File: src/rtl/reg_dump_pkg.sv
// Shared types for the register dump reader: FSM state encoding and index-width helper.
package reg_dump_pkg;

  localparam logic [1:0] ENC_IDLE  = 2'd0;
  localparam logic [1:0] ENC_FETCH = 2'd1;
  localparam logic [1:0] ENC_SEND  = 2'd2;
  localparam logic [1:0] ENC_DONE  = 2'd3;

  typedef enum logic [1:0] {
    ST_IDLE  = ENC_IDLE,
    ST_FETCH = ENC_FETCH,
    ST_SEND  = ENC_SEND,
    ST_DONE  = ENC_DONE
  } state_t;

  // Width of a register index; never below 1 so ports stay legal.
  function automatic int idx_width(input int num_regs);
    return (num_regs < 2) ? 1 : $clog2(num_regs);
  endfunction

endpackage

File: src/rtl/reg_dump_reader_register.sv
// Generic enabled holding register with asynchronous active-low clear.
module register #(
  parameter int P_WIDTH = 16
) (
  input  logic               I_CLK,
  input  logic               I_NRESET,
  input  logic               I_ENABLE,
  input  logic [P_WIDTH-1:0] I_D,
  output logic [P_WIDTH-1:0] O_Q
);

  always_ff @(posedge I_CLK or negedge I_NRESET) begin
    if (!I_NRESET) begin
      O_Q <= '0;
    end else if (I_ENABLE) begin
      O_Q <= I_D;
    end
  end

endmodule

File: src/rtl/reg_dump_reader.sv
// Walks the register file from index 0 upward and streams each word on a
// valid/ready port, one FETCH cycle plus at least one SEND cycle per word.
module reg_dump_reader
  import reg_dump_pkg::*;
#(
  parameter int P_WIDTH    = 16,
  parameter int P_NUM_REGS = 16,
  localparam int IW        = idx_width(P_NUM_REGS)
) (
  input  logic               I_CLK,
  input  logic               I_NRESET,
  input  logic               I_START,
  input  logic               I_ABORT,
  input  logic [P_WIDTH-1:0] I_REG_DATA,
  output logic [IW-1:0]      O_REG_ADDR,
  output logic               O_VALID,
  input  logic               I_READY,
  output logic [P_WIDTH-1:0] O_DATA,
  output logic [IW-1:0]      O_INDEX,
  output logic               O_LAST,
  output logic               O_BUSY,
  output logic               O_DONE,
  output logic [1:0]         O_STATE
);

  // Handshake: a word transfers on a rising edge where O_VALID && I_READY;
  // while O_VALID is high, O_DATA/O_INDEX/O_LAST hold and O_VALID never drops
  // without an accept except on I_ABORT or reset.

  localparam logic [IW-1:0] LAST_IDX = IW'(P_NUM_REGS - 1);

  state_t          state_q;
  state_t          state_d;
  logic [IW-1:0]   idx_q;
  logic [IW-1:0]   idx_d;
  logic [IW-1:0]   index_q;
  logic            last_q;
  logic            fetch_en;

  always_comb begin
    state_d = state_q;
    idx_d   = idx_q;
    case (state_q)
      ST_IDLE: begin
        idx_d = '0;
        if (I_START) state_d = ST_FETCH;
      end
      ST_FETCH: state_d = ST_SEND;
      ST_SEND: begin
        if (I_READY) begin
          if (last_q) begin
            state_d = ST_DONE;
          end else begin
            state_d = ST_FETCH;
            idx_d   = idx_q + IW'(1);
          end
        end
      end
      ST_DONE: begin
        state_d = ST_IDLE;
        idx_d   = '0;
      end
      default: begin
        state_d = ST_IDLE;
        idx_d   = '0;
      end
    endcase
    // Abort wins over a same-cycle accept: that word is treated as undelivered.
    if (I_ABORT && (state_q != ST_IDLE)) begin
      state_d = ST_IDLE;
      idx_d   = '0;
    end
  end

  always_ff @(posedge I_CLK or negedge I_NRESET) begin
    if (!I_NRESET) begin
      state_q <= ST_IDLE;
      idx_q   <= '0;
    end else begin
      state_q <= state_d;
      idx_q   <= idx_d;
    end
  end

  assign fetch_en = (state_q == ST_FETCH);

  always_ff @(posedge I_CLK or negedge I_NRESET) begin
    if (!I_NRESET) begin
      index_q <= '0;
      last_q  <= 1'b0;
    end else if (fetch_en) begin
      index_q <= idx_q;
      last_q  <= (idx_q == LAST_IDX);
    end
  end

  register #(
    .P_WIDTH (P_WIDTH)
  ) u_data_reg (
    .I_CLK    (I_CLK),
    .I_NRESET (I_NRESET),
    .I_ENABLE (fetch_en),
    .I_D      (I_REG_DATA),
    .O_Q      (O_DATA)
  );

  // idx_q is forced to 0 whenever IDLE, so the address is 0 there too.
  assign O_REG_ADDR = idx_q;
  assign O_VALID    = (state_q == ST_SEND);
  assign O_INDEX    = index_q;
  assign O_LAST     = last_q && (state_q == ST_SEND);
  assign O_BUSY     = (state_q != ST_IDLE);
  assign O_DONE     = (state_q == ST_DONE);
  assign O_STATE    = state_q;

endmodule

File: config.mk
export PLATFORM = sky130hd
export DESIGN_NAME = reg_dump_reader
export DESIGN_NICKNAME = d
export VERILOG_FILES = /design/src/rtl/reg_dump_pkg.sv /design/src/rtl/reg_dump_reader_register.sv /design/src/rtl/reg_dump_reader.sv
export SDC_FILE = /design/constraint.sdc
export NUM_CORES = 1
export LEC_CHECK = 0
export ABC_AREA = 1
export BUFFER_PORTS_ARGS = -buffer_cell sky130_fd_sc_hd__buf_2
export CAP_MARGIN = 20
export CORE_UTILIZATION = 45
export CTS_CLUSTER_DIAMETER = 120
export DETAILED_ROUTE_END_ITERATION = 8
export GPL_TIMING_DRIVEN = 0
export MAX_ROUTING_LAYER = met4
export PLACE_DENSITY = 0.75
export SYNTH_ARGS = -nofsm -noshare
export SYNTH_HDL_FRONTEND = slang
export SYNTH_SLANG_ARGS = --single-unit
File: constraint.sdc
create_clock -name I_CLK -period 1.9 [get_ports I_CLK]
set_clock_uncertainty 0.1 [all_clocks]
set_input_delay 0.095 -clock I_CLK [delete_from_list [all_inputs] [get_ports I_CLK]]
set_output_delay 0.095 -clock I_CLK [all_outputs]
set_load 0.03 [all_outputs]
==> results.txt, run 1 <==
----------------------------------------------------
[CTS]
  Clock buffer depth ... 2
  Number of buffers added for setup after CTS ... 0
  # clock sinks ... 27
  Library cell used as clock root buffer ... sky130_fd_sc_hd__clkbuf_4
  Number of buffers created by CTS ... 3
  Number of buffers inserted for hold repair after clock tree synthesis ... 18
  Clk slew on worst S/H paths ... 140 ps
  H-tree depth ... 1
  CTS tree ... yes
  Latest clock arrival within the worst-skew pair ... 310 ps
  Number of gates resized after CTS ... 0

[Place]
  Weighted congestion at the end of routability-driven global placement ... 0.745
  Post-detailed-placement cell area ... 0.00159 mm2
  DP HPWL ... 1880 um
  # port buffers ... 50

[Global routing]
  Gr ovfl total ... 0
  Vias in the first global route ... 1089
  Initial antenna violation count ... 0
  Global-route wire length before repair ... 4690 um
  Maximum number of pins on one net before global-route repair ... 28
  Global routing usage summed across all routing layers ... 19.7%

[Synthesis]
  Synth warnings ... 0
  Post-Synthesis Mean Instance Area ... 11.6 um2
  Register bit count reported by yosys ... 27
  Cell count after synthesis ... 112
  Distinct cell type count after synthesis ... 19
  Mapped Nets ... 140
  Sequential cell area fraction in the yosys report ... 51.9%
  Mapped cell area ... 0.00130 mm2

[Cells and area]
  Area of combinational cells with multiple inputs ... 538 um2
  Filler cell count in the final layout ... 224
  Most common cell after layout, fill and taps aside ... sky130_fd_sc_hd__buf_2
  Diode count ... 0
  Footprint of the flip-flops and latches ... 676 um2
  Layout Area Growth over Synthesis ... 38.2%
  Fin nets ... 213
  Commonest cells after routing, fill and taps aside ... sky130_fd_sc_hd__buf_2 (50), sky130_fd_sc_hd__dfrtp_1 (27), sky130_fd_sc_hd__nand2_1 (21), sky130_fd_sc_hd__dlygate4sd3_1 (18), sky130_fd_sc_hd__mux2_4 (13)
  Finished Cell Area ... 0.00180 mm2
  Share of post-route cells with drive strength above 1 ... 41.8%

[Floorplanning]
  IO Pins ... 51
  Row cnt ... 19
  Core outline area ... 0.00276 mm2
  Die height ... 55.8 um
  Total Die Area ... 0.00311 mm2
  Die extent in x ... 55.8 um
  Initial core utilization ... 47.2%

[Min path]
  Depth of the worst hold-timing path ... 4
  Start point of the worst hold path ... I_ABORT
  Hold Path Sink ... O_STATE[1]
  Worst hold path type ... input port to flop

[Critical path]
  Critical path class ... flop to output pin
  Most prevalent standard cell on the critical path ... sky130_fd_sc_hd__inv_1
  Critical path's largest stage delay ... 470 ps
  Kind of cell adding the most delay to the critical path ... flip-flops
  Worst endpoint required time ... 1700 ps
  Critical R2R Launch ... O_STATE[1]
  Worst EP arrival ... 1500 ps
  Reg2Reg Setup Slack ... 230 ps
  Sum of buffers and inverters on the critical path ... 3
  Largest fanout on the critical path ... 6
  Critical path cell sequence ... inv_1 -> ha_1 -> nand2_1 -> inv_1 -> buf_2
  Kind of end point of the critical path ... output pin
  Critical-path top delay cell ... sky130_fd_sc_hd__dfrtp_1
  Sort of element at the start of the critical path ... flop
  Cells on worst reg2reg path ... 8
  Capture instance of the worst register-to-register path ... O_REG_ADDR[3]

[Power]
  Net switching fraction of the power ... 45.6%
  Relative contribution of sequential cells to total power ... 32.6%
  Clock share of power ... 8.1%
  Worst vdd ir ... 1370 uV
  Comb pwr share ... 59.3%
  Pwr Density ... 1640 mW/mm2
  Leak pwr ... 0.000965 uW
  P_sw ... 1340 uW
  PnR Total Power ... 2950 uW
  Internal power summed over all cells ... 1610 uW

[STA]
  Fin. Hold Viols ... 0
  Total negative slack for setup checks ... 0 ps
  Worst hold slack ... 28.0 ps
  Highest clock rate ... 0.591 GHz
  Period Utilization, post-route ... 89.0%
  RSZ-0062 raised after global routing ... false
  Minimum clock period ... 1690 ps
  Tightest slew margin relative to the limit ... 61.5%
  Worst-Margin Slew ... 577 ps
  Max Transition Viols Final ... 0
  Number of setup violations in the final report ... 0

[Detailed routing]
  Residual antenna-violating net count after detailed routing ... 0
  Starting DRC count in detailed routing ... 31
  1st-pass router iterations ... 4
  DRC violation count after routing ... 0
  Routed via count divided by cell count ... 4.80
  Vias after detailed routing ... 1033
  Wire length reported by the detailed router ... 2710 um
  Final routed wire length divided by cell count ... 12.6 um

[Run]
  Reported max-cap violation count ... 0

[Status]
  Status ... completed

----------------------------------------------------
stage by stage:
stage	worst slack, ps	instances	utilization, %
2_1_floorplan	74.8	112	-
3_3_place_gp	319	193	57.7
3_5_place_dp	265	193	57.7
4_1_cts	185	215	65.2
5_1_grt	31.9	215	65.2
6_report	208	215	65.2
cell type report:
cell class / instances / share of cell area (%)
sequential: 27 / 37.6
multi-input combinational: 70 / 29.9
timing repair buffer: 68 / 23.9
inverter: 12 / 2.51
buffer: 3 / 2.37
tap: 31 / 2.16
clock buffer: 3 / 1.25
clock inverter: 1 / 0.278
power groups by stage:
stage	Clock (uW)	Combinational, uW	Sequential, uW
floorplan	0	836	1430
global route	284	1870	995
CTS	256	1760	960
detailed placement	0	1720	969
finish	239	1750	963
global placement	0	1690	952
worst max path at each step:
stage          depth (start not counted)  startpoint  slack, ps                end
2_1_floorplan                          8  O_STATE[0]         70      O_REG_ADDR[2]
3_3_place_gp                           5  O_STATE[1]        320  u_data_reg.O_Q[9]
3_5_place_dp                           8  O_STATE[1]        270      O_REG_ADDR[2]
4_1_cts                                5  O_STATE[0]        190             O_LAST
5_1_grt                                8  O_STATE[1]         30      O_REG_ADDR[3]
6_report                               5  O_STATE[0]        210             O_LAST
cell usage after synthesis:
master | instances | area [um2]
sky130_fd_sc_hd__a21boi_0 | 1 | 7.51
sky130_fd_sc_hd__a21oi_1 | 2 | 10.0
sky130_fd_sc_hd__buf_12 | 1 | 20.0
sky130_fd_sc_hd__buf_6 | 2 | 22.5
sky130_fd_sc_hd__dfrtp_1 | 27 | 676
sky130_fd_sc_hd__ha_1 | 7 | 87.6
sky130_fd_sc_hd__inv_1 | 12 | 45.0
sky130_fd_sc_hd__mux2_2 | 4 | 45.0
sky130_fd_sc_hd__mux2_4 | 13 | 195
sky130_fd_sc_hd__nand2_1 | 21 | 78.8
sky130_fd_sc_hd__nand2_2 | 1 | 6.26
sky130_fd_sc_hd__nand3_1 | 6 | 30.0
sky130_fd_sc_hd__nand4_1 | 2 | 12.5
sky130_fd_sc_hd__nor2_1 | 3 | 11.3
sky130_fd_sc_hd__nor2_2 | 1 | 6.26
sky130_fd_sc_hd__o21ai_0 | 5 | 25.0
sky130_fd_sc_hd__o21ai_1 | 2 | 10.0
sky130_fd_sc_hd__o22ai_1 | 1 | 6.26
sky130_fd_sc_hd__or2_2 | 1 | 6.26
registers in the layout, indices dropped and copies added, names as in the netlist:
name	flops
O_REG_ADDR	4
last_q	1
O_STATE	2
O_INDEX	4
u_data_reg.O_Q	16
worst reg2reg max path: cells and delay by family (launching register included):
kind                       cells  cell delay [ps]
adders and majority gates      1              220
buffers and inverters          2              250
DFF                            1              480
and+or+nand+nor                5              530
metal layers:
layer	part of all wire (%)	wire (um)	GRT usage (%)	vias up
met4	0.63	17	3.21	0
met2	51	1370	35.6	34
met3	4.8	129	4.88	2
li1	-	-	-	508
met1	44	1190	22.2	489
met5	0	0	-	-
logic make-up (layout without fill, tap and decap cells):
group | count (synthesis) | after routing | synth area share (%)
AOI/OAI and AO/OA | 11 | 11 | 4.52
adders and majority gates | 7 | 7 | 6.73
buffers and inverters | 15 | 87 | 6.73
DFF | 27 | 27 | 51.9
muxes | 17 | 17 | 18.5
and+or+nand+nor | 35 | 35 | 11.6
No activity file was read; power rests on OpenSTA's default activity.
==> run 2, diff against run 1 <==
CORE_UTILIZATION = 30   (was 45)
PLACE_DENSITY = 0.54   (was 0.75)
==> results.txt, run 2 (synthesis results as in run 1) <==
----------------------------------------------------
[Status]
  Status ... completed

[Cells and area]
  Diode count ... 0 (unchanged)
  Layout Area Growth over Synthesis ... 40.6%
  Share of post-route cells with drive strength above 1 ... 41.5% (-0.32 points)
  Most common cell after layout, fill and taps aside ... sky130_fd_sc_hd__buf_2
  Commonest cells after routing, fill and taps aside ... sky130_fd_sc_hd__buf_2 (50), sky130_fd_sc_hd__dfrtp_1 (27), sky130_fd_sc_hd__nand2_1 (21), sky130_fd_sc_hd__dlygate4sd3_1 (17), sky130_fd_sc_hd__mux2_4 (13)
  Max FFs per register ... 16 (unchanged)
  Most flops, register ... u_data_reg.O_Q
  Fin nets ... 212 (-0.47%)

[Place]
  DP HPWL ... 2000 um (+6.4%)
  # port buffers ... 50 (unchanged)
  Weighted congestion at the end of routability-driven global placement ... 0.826 (+11%)

[CTS]
  Latest clock arrival within the worst-skew pair ... 260 ps (-50 ps)
  Number of buffers inserted for hold repair after clock tree synthesis ... 17 (-1)
  H-tree depth ... 1 (unchanged)
  Number of gates resized after CTS ... 0 (unchanged)
  Clock buffer depth ... 2 (unchanged)
  Number of buffers created by CTS ... 3 (unchanged)
  # clock sinks ... 27 (unchanged)
  Number of buffers added for setup after CTS ... 0 (unchanged)
  CTS tree ... yes
  Library cell used as clock root buffer ... sky130_fd_sc_hd__clkbuf_8
  Clk slew on worst S/H paths ... 80 ps (-60 ps)

[STA]
  Number of setup violations in the final report ... 0 (unchanged)
  Minimum clock period ... 1670 ps (-22.0 ps)
  Tightest slew margin relative to the limit ... 58.3% (-3.2 points)
  Period Utilization, post-route ... 87.9% (-1.2 points)
  Max Transition Viols Final ... 0 (unchanged)
  Total negative slack for setup checks ... 0 ps (unchanged)
  RSZ-0062 raised after global routing ... false
  Fin. Hold Viols ... 0 (unchanged)
  Highest clock rate ... 0.599 GHz (+1.3%)
  Worst-Margin Slew ... 625 ps (+48.0 ps)

[Min path]
  Worst hold path type ... input port to flop

[Power]
  Worst vdd ir ... 664 uV (-52%)
  Leak pwr ... 0.000966 uW (about the same)
  Pwr Density ... 1650 mW/mm2 (+0.81%)
  PnR Total Power ... 3030 uW (+2.6%)

[Critical path]
  Largest fanout on the critical path ... 6 (unchanged)
  Kind of end point of the critical path ... output pin
  Worst EP arrival ... 1470 ps (-30 ps)
  Sort of element at the start of the critical path ... flop
  Critical path class ... flop to output pin
  Worst endpoint required time ... 1700 ps (about the same)

[Global routing]
  Global Route met2 Usage ... 22.2% (-13 points)
  Vias in the first global route ... 936 (-14%)
  Global-route wire length before repair ... 4310 um (-8.0%)
  Global-route met1 utilization ... 16.0% (-6.3 points)
  Initial antenna violation count ... 0 (unchanged)
  Met3 usage in global routing ... 4.00% (-0.88 points)
  Gr ovfl total ... 0 (unchanged)
  Maximum number of pins on one net before global-route repair ... 28 (unchanged)
  Grt peak-use layer ... met2
  Global routing usage summed across all routing layers ... 13.1% (-6.6 points)

[Floorplanning]
  IO Pins ... 51 (unchanged)
  Row cnt ... 23 (+4)
  Initial core utilization ... 31.8% (-15 points)
  Die height ... 67.9 um (+22%)
  Die extent in x ... 67.9 um (+22%)
  Core outline area ... 0.00409 mm2 (+48%)
  Total Die Area ... 0.00460 mm2 (+48%)

[Detailed routing]
  1st-pass router iterations ... 4 (unchanged)
  Final routed wire length divided by cell count ... 12.2 um (-2.9%)
  Routed via count divided by cell count ... 4.39 (-8.6%)
  Vias after detailed routing ... 1023 (-0.97%)
  DRC violation count after routing ... 0 (unchanged)
  Starting DRC count in detailed routing ... 29 (-6.5%)
  Residual antenna-violating net count after detailed routing ... 0 (unchanged)
  Wire length reported by the detailed router ... 2850 um (+5.2%)

[Run]
  Reported max-cap violation count ... 0 (unchanged)

----------------------------------------------------
-- run 2: where the power goes --
part / internal [uW] / leakage (uW) / total (uW) / switching, uW
Clock: 150 / 0.0000228 / 315 / 165
Sequential: 812 / 0.000333 / 964 / 152
Combinational: 715 / 0.000611 / 1750 / 1030
Total: 1680 / 0.000966 / 3030 / 1350
-- run 2: path summary, 6_finish.rpt --
check,start,to,slack (ps),cells past startpoint
worst max-delay path,O_STATE[0],O_LAST,230,5
worst min-delay path,I_START,O_STATE[1],70,4
worst max register to register,O_STATE[0],O_REG_ADDR[1],250,5
worst min register to register,u_data_reg.O_Q[0],u_data_reg.O_Q[0],410,1
max in group asynchronous,I_NRESET,u_data_reg.O_Q[6],1030,2
min in group asynchronous,I_NRESET,u_data_reg.O_Q[1],270,2
-- run 2: final cells by class --
class,count,area [um2]
Multi-Input combinational cell,70,538
Sequential cell,27,676
Clock buffer,4,45.0
Timing Repair Buffer,67,420
Tap cell,50,62.6
Inverter,12,45.0
Buffer,3,42.5
Fill cell,402,2260
-- run 2: per-layer routing --
layer / vias to the layer above / part of all wire [%]
li1: 510 / -
met1: 477 / 47
met2: 36 / 47
met3: 0 / 5.5
met4: 0 / 0
met5: - / 0
-- run 2: through the flow --
step	worst slack, ps	util, %	instances	area [um2]	hold slack [ps]
2_1_floorplan	74.8	-	112	1300	-301
3_3_place_gp	307	39.5	212	1610	28.0
3_5_place_dp	284	39.5	212	1610	54.4
4_1_cts	237	44.8	233	1830	52.1
5_1_grt	87.2	44.8	233	1830	71.6
6_report	230	44.8	233	1830	69.9
-- run 2: critical path, stage by stage, from the launching register on --
cell                      delay (ps)
sky130_fd_sc_hd__dfrtp_1         450
sky130_fd_sc_hd__inv_1           170
sky130_fd_sc_hd__ha_1            230
sky130_fd_sc_hd__nand2_1          80
sky130_fd_sc_hd__inv_1            80
sky130_fd_sc_hd__buf_2           210
